==> config.mk <==
export PLATFORM = sky130hd
export DESIGN_NAME = pc_sequencer
export DESIGN_NICKNAME = d
export VERILOG_FILES = /design/src/rtl/cpu_pkg.sv /design/src/rtl/npc_calc.sv /design/src/rtl/pc_sequencer.sv
export SDC_FILE = /design/constraint.sdc
export NUM_CORES = 1
export LEC_CHECK = 0
export BUFFER_PORTS_ARGS = -buffer_cell sky130_fd_sc_hd__buf_2
export CAP_MARGIN = 20
export CORE_MARGIN = 4
export CORE_UTILIZATION = 47
export DETAILED_ROUTE_END_ITERATION = 16
export PLACE_DENSITY = 0.75
export SLEW_MARGIN = 30
export SYNTH_ARGS = -nofsm -noshare
export SYNTH_HDL_FRONTEND = slang
export SYNTH_HIERARCHICAL = 1
export SYNTH_SLANG_ARGS = --single-unit
==> constraint.sdc <==
create_clock -name clk -period 10.15 [get_ports clk]
set_clock_uncertainty 0.15 [all_clocks]
set_input_delay 1.015 -clock clk [delete_from_list [all_inputs] [get_ports clk]]
set_output_delay 1.015 -clock clk [all_outputs]
set_load 0.01 [all_outputs]
==> src/rtl/cpu_pkg.sv <==
// Shared definitions for the fetch / next-PC path of the single-issue core.
//
// Contents:
//   RESET_VECTOR_DEF / EXC_VECTOR_DEF : default reset and exception addresses
//   PCSRC_SEQ/BR/J/JR                 : encodings of the 2-bit pc_src input
//   state_t                           : pc_sequencer FSM states
//   is_word_aligned()                 : helper for the misalignment trap
package cpu_pkg;

  localparam logic [31:0] RESET_VECTOR_DEF = 32'h0040_0000;
  localparam logic [31:0] EXC_VECTOR_DEF   = 32'h0040_0004;

  localparam logic [1:0] PCSRC_SEQ = 2'd0;
  localparam logic [1:0] PCSRC_BR  = 2'd1;
  localparam logic [1:0] PCSRC_J   = 2'd2;
  localparam logic [1:0] PCSRC_JR  = 2'd3;

  typedef enum logic [1:0] {
    S_IDLE  = 2'd0,
    S_FETCH = 2'd1,
    S_EXEC  = 2'd2
  } state_t;

  function automatic logic is_word_aligned(input logic [31:0] addr);
    return (addr[1:0] == 2'b00);
  endfunction

endpackage

==> src/rtl/npc_calc.sv <==
// Combinational next-PC selection.
//
// Picks the target for the instruction that is completing, applies the
// misalignment trap and tells the sequencer whether EPC must capture pc_cur.
//
// Ports:
//   pc_cur         in  32  PC of the completing instruction
//   pc_src         in  2   PCSRC_SEQ/BR/J/JR
//   branch_taken   in  1   branch condition (pc_src=BR only)
//   branch_offset  in  32  sign-extended, pre-shifted branch offset
//   jump_index     in  26  instr_index field of j/jal
//   jr_target      in  32  register value for jr
//   exc_req        in  1   exception raised by the instruction
//   eret           in  1   instruction is eret
//   epc            in  32  current EPC register value
//   target         out 32  final next-PC (EXC_VECTOR on a trap)
//   addr_err       out 1   selected jr/branch/eret target was misaligned
//   epc_load       out 1   EPC must capture pc_cur (exception or trap)
module npc_calc
  import cpu_pkg::*;
#(
  parameter logic [31:0] EXC_VECTOR = EXC_VECTOR_DEF
) (
  input  logic [31:0] pc_cur,
  input  logic [1:0]  pc_src,
  input  logic        branch_taken,
  input  logic [31:0] branch_offset,
  input  logic [25:0] jump_index,
  input  logic [31:0] jr_target,
  input  logic        exc_req,
  input  logic        eret,
  input  logic [31:0] epc,
  output logic [31:0] target,
  output logic        addr_err,
  output logic        epc_load
);

  logic [31:0] pc_plus4;
  logic [31:0] raw_target;
  logic        check_align;
  logic        take_exc;

  // All additions wrap modulo 2^32 by construction of the 32-bit sums.
  always_comb begin
    pc_plus4    = pc_cur + 32'd4;
    raw_target  = pc_plus4;
    check_align = 1'b0;
    take_exc    = 1'b0;

    // Exception has priority over eret, which has priority over pc_src.
    if (exc_req) begin
      raw_target = EXC_VECTOR;
      take_exc   = 1'b1;
    end else if (eret) begin
      raw_target  = epc;
      check_align = 1'b1;
    end else begin
      unique case (pc_src)
        PCSRC_SEQ: raw_target = pc_plus4;
        PCSRC_BR: begin
          raw_target  = branch_taken ? (pc_plus4 + branch_offset) : pc_plus4;
          check_align = 1'b1;
        end
        PCSRC_J:   raw_target = {pc_plus4[31:28], jump_index, 2'b00};
        PCSRC_JR: begin
          raw_target  = jr_target;
          check_align = 1'b1;
        end
        default:   raw_target = pc_plus4;
      endcase
    end

    // Sequential and jump targets are aligned whenever pc_cur is, and the
    // exception vector is trusted, so only jr/branch/eret are checked.
    addr_err = check_align && !is_word_aligned(raw_target);
    target   = addr_err ? EXC_VECTOR : raw_target;
    epc_load = take_exc || addr_err;
  end

endmodule

==> src/rtl/pc_sequencer.sv <==
// Fetch / next-PC controller for the single-issue core.
//
// Per instruction: fetch at pc_cur, pulse instr_valid, wait for the core to
// finish (and any stall to clear), then pulse pc_ena with the selected next
// PC. Owns the EPC register used on exception entry and eret.
//
// Handshake: imem_req is held high for the whole FETCH state and the fetch
// completes on the first rising edge where imem_ready=1. core_done is a
// completion event that may be a single-cycle pulse; it is remembered in
// done_seen until the instruction retires. Retirement happens in the first
// EXEC cycle where completion has been seen and stall=0.
//
// Ports:
//   clk, rst_n      clock, synchronous active-low reset
//   pc_cur          in  32  PC register output
//   pc_ena          out 1   one-cycle PC register write enable
//   pc_next         out 32  PC register data input (holds when pc_ena=0)
//   imem_req        out 1   fetch request (FETCH state)
//   imem_addr       out 32  fetch address (= pc_cur)
//   imem_ready      in  1   fetch complete
//   instr_valid     out 1   one-cycle pulse on the first EXEC cycle
//   core_done       in  1   core finished the current instruction
//   stall           in  1   hold PC update
//   pc_src, branch_taken, branch_offset, jump_index, jr_target,
//   exc_req, eret   in      next-PC selection inputs (see npc_calc)
//   addr_err        out 1   one-cycle pulse: misaligned target trapped
//   epc             out 32  exception program counter
//   state_dbg       out 2   current FSM state
module pc_sequencer
  import cpu_pkg::*;
#(
  parameter logic [31:0] RESET_VECTOR = RESET_VECTOR_DEF,
  parameter logic [31:0] EXC_VECTOR   = EXC_VECTOR_DEF
) (
  input  logic        clk,
  input  logic        rst_n,
  input  logic [31:0] pc_cur,
  output logic        pc_ena,
  output logic [31:0] pc_next,
  output logic        imem_req,
  output logic [31:0] imem_addr,
  input  logic        imem_ready,
  output logic        instr_valid,
  input  logic        core_done,
  input  logic        stall,
  input  logic [1:0]  pc_src,
  input  logic        branch_taken,
  input  logic [31:0] branch_offset,
  input  logic [25:0] jump_index,
  input  logic [31:0] jr_target,
  input  logic        exc_req,
  input  logic        eret,
  output logic        addr_err,
  output logic [31:0] epc,
  output state_t      state_dbg
);

  state_t      state;
  logic        instr_valid_q;
  logic        done_seen;
  logic [31:0] pc_next_q;
  logic [31:0] epc_q;

  logic [31:0] target;
  logic        target_misaligned;
  logic        epc_load;
  logic        advance;

  npc_calc #(
    .EXC_VECTOR (EXC_VECTOR)
  ) u_npc_calc (
    .pc_cur        (pc_cur),
    .pc_src        (pc_src),
    .branch_taken  (branch_taken),
    .branch_offset (branch_offset),
    .jump_index    (jump_index),
    .jr_target     (jr_target),
    .exc_req       (exc_req),
    .eret          (eret),
    .epc           (epc_q),
    .target        (target),
    .addr_err      (target_misaligned),
    .epc_load      (epc_load)
  );

  // Retire in the EXEC cycle itself so the PC register loads on the
  // EXEC->FETCH edge and the following FETCH already sees the new pc_cur.
  // pc_ena, pc_next and addr_err are therefore decoded from registered
  // state plus this cycle's inputs rather than registered a cycle later.
  assign advance = (state == S_EXEC) && (core_done || done_seen) && !stall;

  always_ff @(posedge clk) begin
    if (!rst_n) begin
      state         <= S_IDLE;
      instr_valid_q <= 1'b0;
      done_seen     <= 1'b0;
      pc_next_q     <= RESET_VECTOR;
      epc_q         <= RESET_VECTOR;
    end else begin
      instr_valid_q <= 1'b0;
      unique case (state)
        S_IDLE: begin
          state <= S_FETCH;
        end
        S_FETCH: begin
          if (imem_ready) begin
            state         <= S_EXEC;
            instr_valid_q <= 1'b1;
            done_seen     <= 1'b0;
          end
        end
        S_EXEC: begin
          if (advance) begin
            state     <= S_FETCH;
            done_seen <= 1'b0;
            pc_next_q <= target;
            if (epc_load) begin
              epc_q <= pc_cur;
            end
          end else if (core_done) begin
            done_seen <= 1'b1;
          end
        end
        default: begin
          state <= S_IDLE;
        end
      endcase
    end
  end

  assign pc_ena      = advance;
  assign pc_next     = advance ? target : pc_next_q;
  assign addr_err    = advance && target_misaligned;
  assign imem_req    = (state == S_FETCH);
  assign imem_addr   = pc_cur;
  assign instr_valid = instr_valid_q;
  assign epc         = epc_q;
  assign state_dbg   = state;

endmodule

Yosys cells after proc, flatten, opt, wreduce, memory -nomap -nowiden
Index checks and enable logic that the tools add are counted.
Operators by class
  multiplexer cells: 18
  $add $sub $neg: 2
  reduce and logical (&&, ||, !) cells: 17
  eq/ne operators: 8
Operators by type and width (number)
  $mux W32: 5
  $pmux W32 S4: 1
  $add A32 B3 Y32 const B: 1
  $add A32 B32 Y32: 1
  $mux W1: 8
  $eq A2 B2 Y1 const B: 3
  $logic_not A2 Y1: 3
  $pmux W2 S3: 1
  $reduce_and A3 Y1: 2
  $eq A2 B1 Y1 const B: 2
  $logic_and A1 B1 Y1: 4
  $mux W2: 2
  $reduce_and A2 Y1: 2
  $ne A3 B3 Y1 const B: 1
  $logic_not A1 Y1: 2
  $logic_or A1 B1 Y1: 2
  $ne A2 B1 Y1 const B: 1
  $ne A2 B2 Y1 const B: 1
  $pmux W1 S2: 1
  $reduce_bool A2 Y1: 1
  $reduce_or A2 Y1: 1
Storage, ports and cells
  input bits: 132
  word-level logic and storage cells: 50
  register bits after elaboration: 68

Longest topological paths before layout
  depth after elaboration: 11
  gate-level depth with buffers: 17

Hierarchy
The synthesis kept the hierarchy.
By module, submodules not included
  npc_calc: instances 1, cells each 558, area each 3694.8 µm²
  pc_sequencer: instances 1, cells each 364, area each 3354.5 µm²

Worst setup path before layout
Ideal clock, no wire load.
  path type: in2out
  start: input port pc_cur[2]
  end: output port pc_next[29]
  stages on the path: 15
  path slack: 4.833 ns
  arrival time: 4.152 ns
  path through: ha_1 nand3_1 nor4_4 nand3_1 xnor2_1 ha_1 a21o_1 a21oi_1 o21ai_0 o31a_1 nor2_1 a21oi_1 o21a_1 or3_1 mux2_2
On the way
  longest elaborated chain between the ends: 8
RTL lines
  start, declared: RTL line pc_sequencer.sv:37  | input logic [31:0] pc_cur,
  $add A32 B3 Y32 (*): RTL line npc_calc.sv:45  | pc_plus4 = pc_cur + 32'd4;
  $add A32 B32 Y32: RTL line npc_calc.sv:61  | raw_target = branch_taken ? (pc_plus4 + branch_offset) : pc_plus4;
  $mux W32: RTL line npc_calc.sv:61
  $pmux W32 S4 (*): RTL line npc_calc.sv:58  | unique case (pc_src)
  $mux W32 (*): RTL line npc_calc.sv:54  | end else if (eret) begin
  $mux W32 (*): RTL line npc_calc.sv:51  | if (exc_req) begin
  $mux W32 (*): RTL line npc_calc.sv:76  | target = addr_err ? EXC_VECTOR : raw_target;
  named net target[29]: RTL line pc_sequencer.sv:64  | logic [31:0] target;
  $mux W32 (*)
  end, declared: RTL line pc_sequencer.sv:39  | output logic [31:0] pc_next,
Mark *: on every way through the listed nets, which the timed path passes. The rest lies on a longest branch.

Worst setup path in the final report
Same ends and word-level chain as after synthesis.

==> impl_metrics.yaml <==
die:
  num_rows: 44
  die_w_um: 130
  ios: 234
  dieArea_mm2: 0.0170
  die_h_um: 130
  start_util_pct: 48.3
  core_mm2: 0.0146
critical_path:
  startpoint_type: "input port"
  path_cells: "buf_2, ha_1, nand3_1, nor4_4, nand3_1, xnor2_1, ha_1, a21o_1, a21oi_1, o21ai_0, o31a_1, nor2_1, a21oi_1, o21a_1, or3_1, mux2_2, buf_2"
  cp_data_arrival_time_ns: 5.15
  cpMaxStageDelayCell: "nor4_4"
  worstSetupEndpointType: "output pin"
  slowest_delay_ns: 0.44
  crit_fanout: 7
  critPathKind: "in2out"
  crit_required_ns: 8.99
clocking:
  clockBufferDepth: 2
  clock_latency_ns: 0.33
  cts_root_buf: "clkbuf_16"
  cts-htree-levels: 3
  numCtsBuffers: 9
  path_clk_slew_ns: 0.05
  post_cts_buffers: 0
  cts_tree: "done"
  cts_sinks: 68
  cts-hold-fix-buffers: 0
  ctsResizeCount: 0
power_and_ir_drop:
  p_leak_nw: 3.73
  ir_worst_vdd_mv: 0.158
  powerDensity_mw_per_mm2: 108
place:
  dpl.hpwl_um: 20600
  dp.cells: 1265
  place.gp.congestion: 0.984
  port_buffers: 233
synthesis:
  synthArstFlopShare_pct: 0
  avgSynthCellArea_um2: 7.65
  synth_xor_area_share_pct: 5.84
  synthCells: 922
  yosysWarningCount: 6
  synth_edf_count: 0
  yosysSeqAreaShare_pct: 19.3
  syn-num-nets: 1092
  synthAdderAreaFrac_pct: 6.85
  synth_compound_area_share_pct: 19.9
  yosys.cell_types.count: 74
  synth_simple_gate_area_share_pct: 22.6
  synth_flop_cell: "dfxtp_1"
  synth_top_family_by_area: "simple AND/OR/NAND/NOR gates"
  synthesis.area_mm2: 0.00705
  ys_seq_elements: 68
  synthMuxAreaShare_pct: 17.6
timing:
  worst_pin_slew_ns: 0.839
  final.setup.tns_ns: 0
  hold_viol: 0
  maxSlewViolCount: 0
  rsz0062_at_grt: "false"
  fin_crit_sh_pct: 62.2
  max_clock_freq_mhz: 158
  setup_viol: 0
  slew_headroom_pct: 43.3
  fin_crit_ns: 6.31
cells_and_area:
  final_cells: 1281
  finish.utilization_pct: 57.4
  fillers: 1390
  multiInputGateArea_mm2: 0.00513
  diodes: 0
  nNetsFinal: 1262
  seqCellArea_mm2: 0.00136
  area_growth_pct: 18.8
  final_layout_size_suffix_gt1_share_pct: 29.2
global_routing:
  grt_overflow: 0
  grt_pass1_vias: 6950
  grt_max_degree: 69
  grt_antenna_before_repair: 1
  track_usage_pct: 29.3
  grt_first_pass_wirelength_um: 38900
drt:
  drt_iter0_drc: 809
  avgViaCountPerCell: 5.91
  drt_pre_antenna_iters: 5
  antenna_left: 0
  drc: 0
  wl_per_cell_um: 20.2
  vias: 7569
  totalWireLength_um: 25900
hold_path:
  hp-class: "reg2reg"
outcome:
  outcome: "completed"
run:
  drv_cap: 0
## cells in the mapped netlist (4+ instances only)
cell,n,share of area (%)
nand2_1,184,9.8
dfxtp_1,68,19
mux2i_1,68,9.7
a21oi_1,62,4.4
o21ai_0,54,3.8
mux2_2,45,7.2
ha_1,37,6.6
nor2_1,37,2.0
buf_4,35,3.7
clkbuf_1,35,1.9
xnor2_1,26,3.2
inv_1,21,1.1
nand3_1,21,1.5
xor2_1,21,2.6
a221oi_1,19,2.4
a21o_1,16,1.7
and3_1,12,1.1
nor3_1,12,0.85
nor2b_1,11,0.98
and2_1,8,0.71
nand4_1,7,0.62
o21a_1,7,0.75
a31oi_1,6,0.53
a211oi_1,5,0.53
and4_1,5,0.62
buf_1,5,0.27
nand2b_1,5,0.44
nor4_1,5,0.44
o21ai_1,5,0.35
o221ai_1,5,0.62
o31ai_1,5,0.53
buf_6,4,0.64
o2111ai_1,4,0.50
o21bai_1,4,0.43
## routing by layer
layer | part of all wire, % | vias up | wire length [um] | global-route usage (%)
met1 | 46 | 3587 | 11900 | 43.8
met5 | 0.050 | - | 13 | 0
met3 | 8.6 | 33 | 2230 | 5.33
li1 | - | 3626 | - | -
met2 | 43 | 321 | 11200 | 43.9
met4 | 1.8 | 2 | 473 | 6.65
## power by group
part           leakage, nW  internal (W)  total, W  switching (W)
logic                 3.02      0.000108  0.000283       0.000175
registers            0.549      0.000270  0.000272     0.00000232
clock network        0.158      0.000229  0.000347       0.000119
## final cells by class
class	instances	area share, %
well taps	184	2.75
repair buffers	241	14.7
flip-flops and latches	68	16.3
multi-input cells	750	61.3
clock buffers	11	3.02
clock inverters	5	1.00
inverters	22	0.986
## state kept, by name (all words and copies together) (netlist names)
register     cells
pc_next_q       32
state_dbg        2
epc             32
done_seen        1
instr_valid      1
## critical path, delay by kind of cell
kind                     cells  cell delay (ns)
AO/OA/AOI/OAI                6             1.17
AND/OR/NAND/NOR              5             1.47
adder cells (fa/ha/maj)      2             0.59
multiplexers                 1             0.29
buffers and inverters        2             0.31
XOR/XNOR                     1             0.31
## cells by family after synthesis
logic type      after synthesis
compound gates              219
xor+xnor                     47
simple gates                329
mux                         117
flops                        68
fa+ha+maj                    38
buf+inv                     104
## stage by stage
step,instance area (um^2),worst slack [ns],total power [W],hold slack (ns)
finish,8370,3.84,0.000902,0.303
global route,8370,3.63,0.000944,0.316
CTS,8370,3.92,0.000899,0.307
detailed placement,8040,3.93,0.000551,0.298
global placement,8040,4.03,0.000554,0.290
floorplan,7050,4.83,0.000460,0.281
## worst paths after layout
check / endpoint / slack (ns) / start / cells past startpoint
worst max-delay path: pc_next[29] / 3.84 / pc_cur[2] / 17
worst min-delay path: pc_next_q[27]$_SDFFE_PN0N_ / 0.30 / pc_next_q[27]$_SDFFE_PN0N_ / 2
worst max register to register: pc_next_q[19]$_SDFFE_PN0N_ / 7.02 / epc[0]$_SDFFE_PN0P_ / 9
worst min register to register: pc_next_q[27]$_SDFFE_PN0N_ / 0.30 / pc_next_q[27]$_SDFFE_PN0N_ / 2
## cells in the final DEF (no fill, tap or decap), drive strengths merged, types with 3 or more instances in the layout
cell,Yosys,routed
o21bai,4,4
mux2i,68,68
dfxtp,68,68
ha,37,37
xnor2,26,26
mux2,48,48
a21o,16,16
and2,8,8
xor2,21,21
o31ai,5,5
a21oi,62,62
nor2b,12,12
buf,47,241
a211oi,5,5
nand4,9,9
o211ai,3,3
and3,13,13
a211o,3,3
o2111ai,4,4
a31oi,6,6
and4,6,6
a221oi,19,19
clkbuf,35,11
inv,22,22
nor2,38,38
nor4,7,7
o22ai,3,3
or3,3,3
o221ai,5,5
nand2,184,184
nand3,22,22
o21ai,59,59
nor3,13,13
nand2b,6,6
o21a,7,7
No activity file was read; power rests on OpenSTA's default activity.
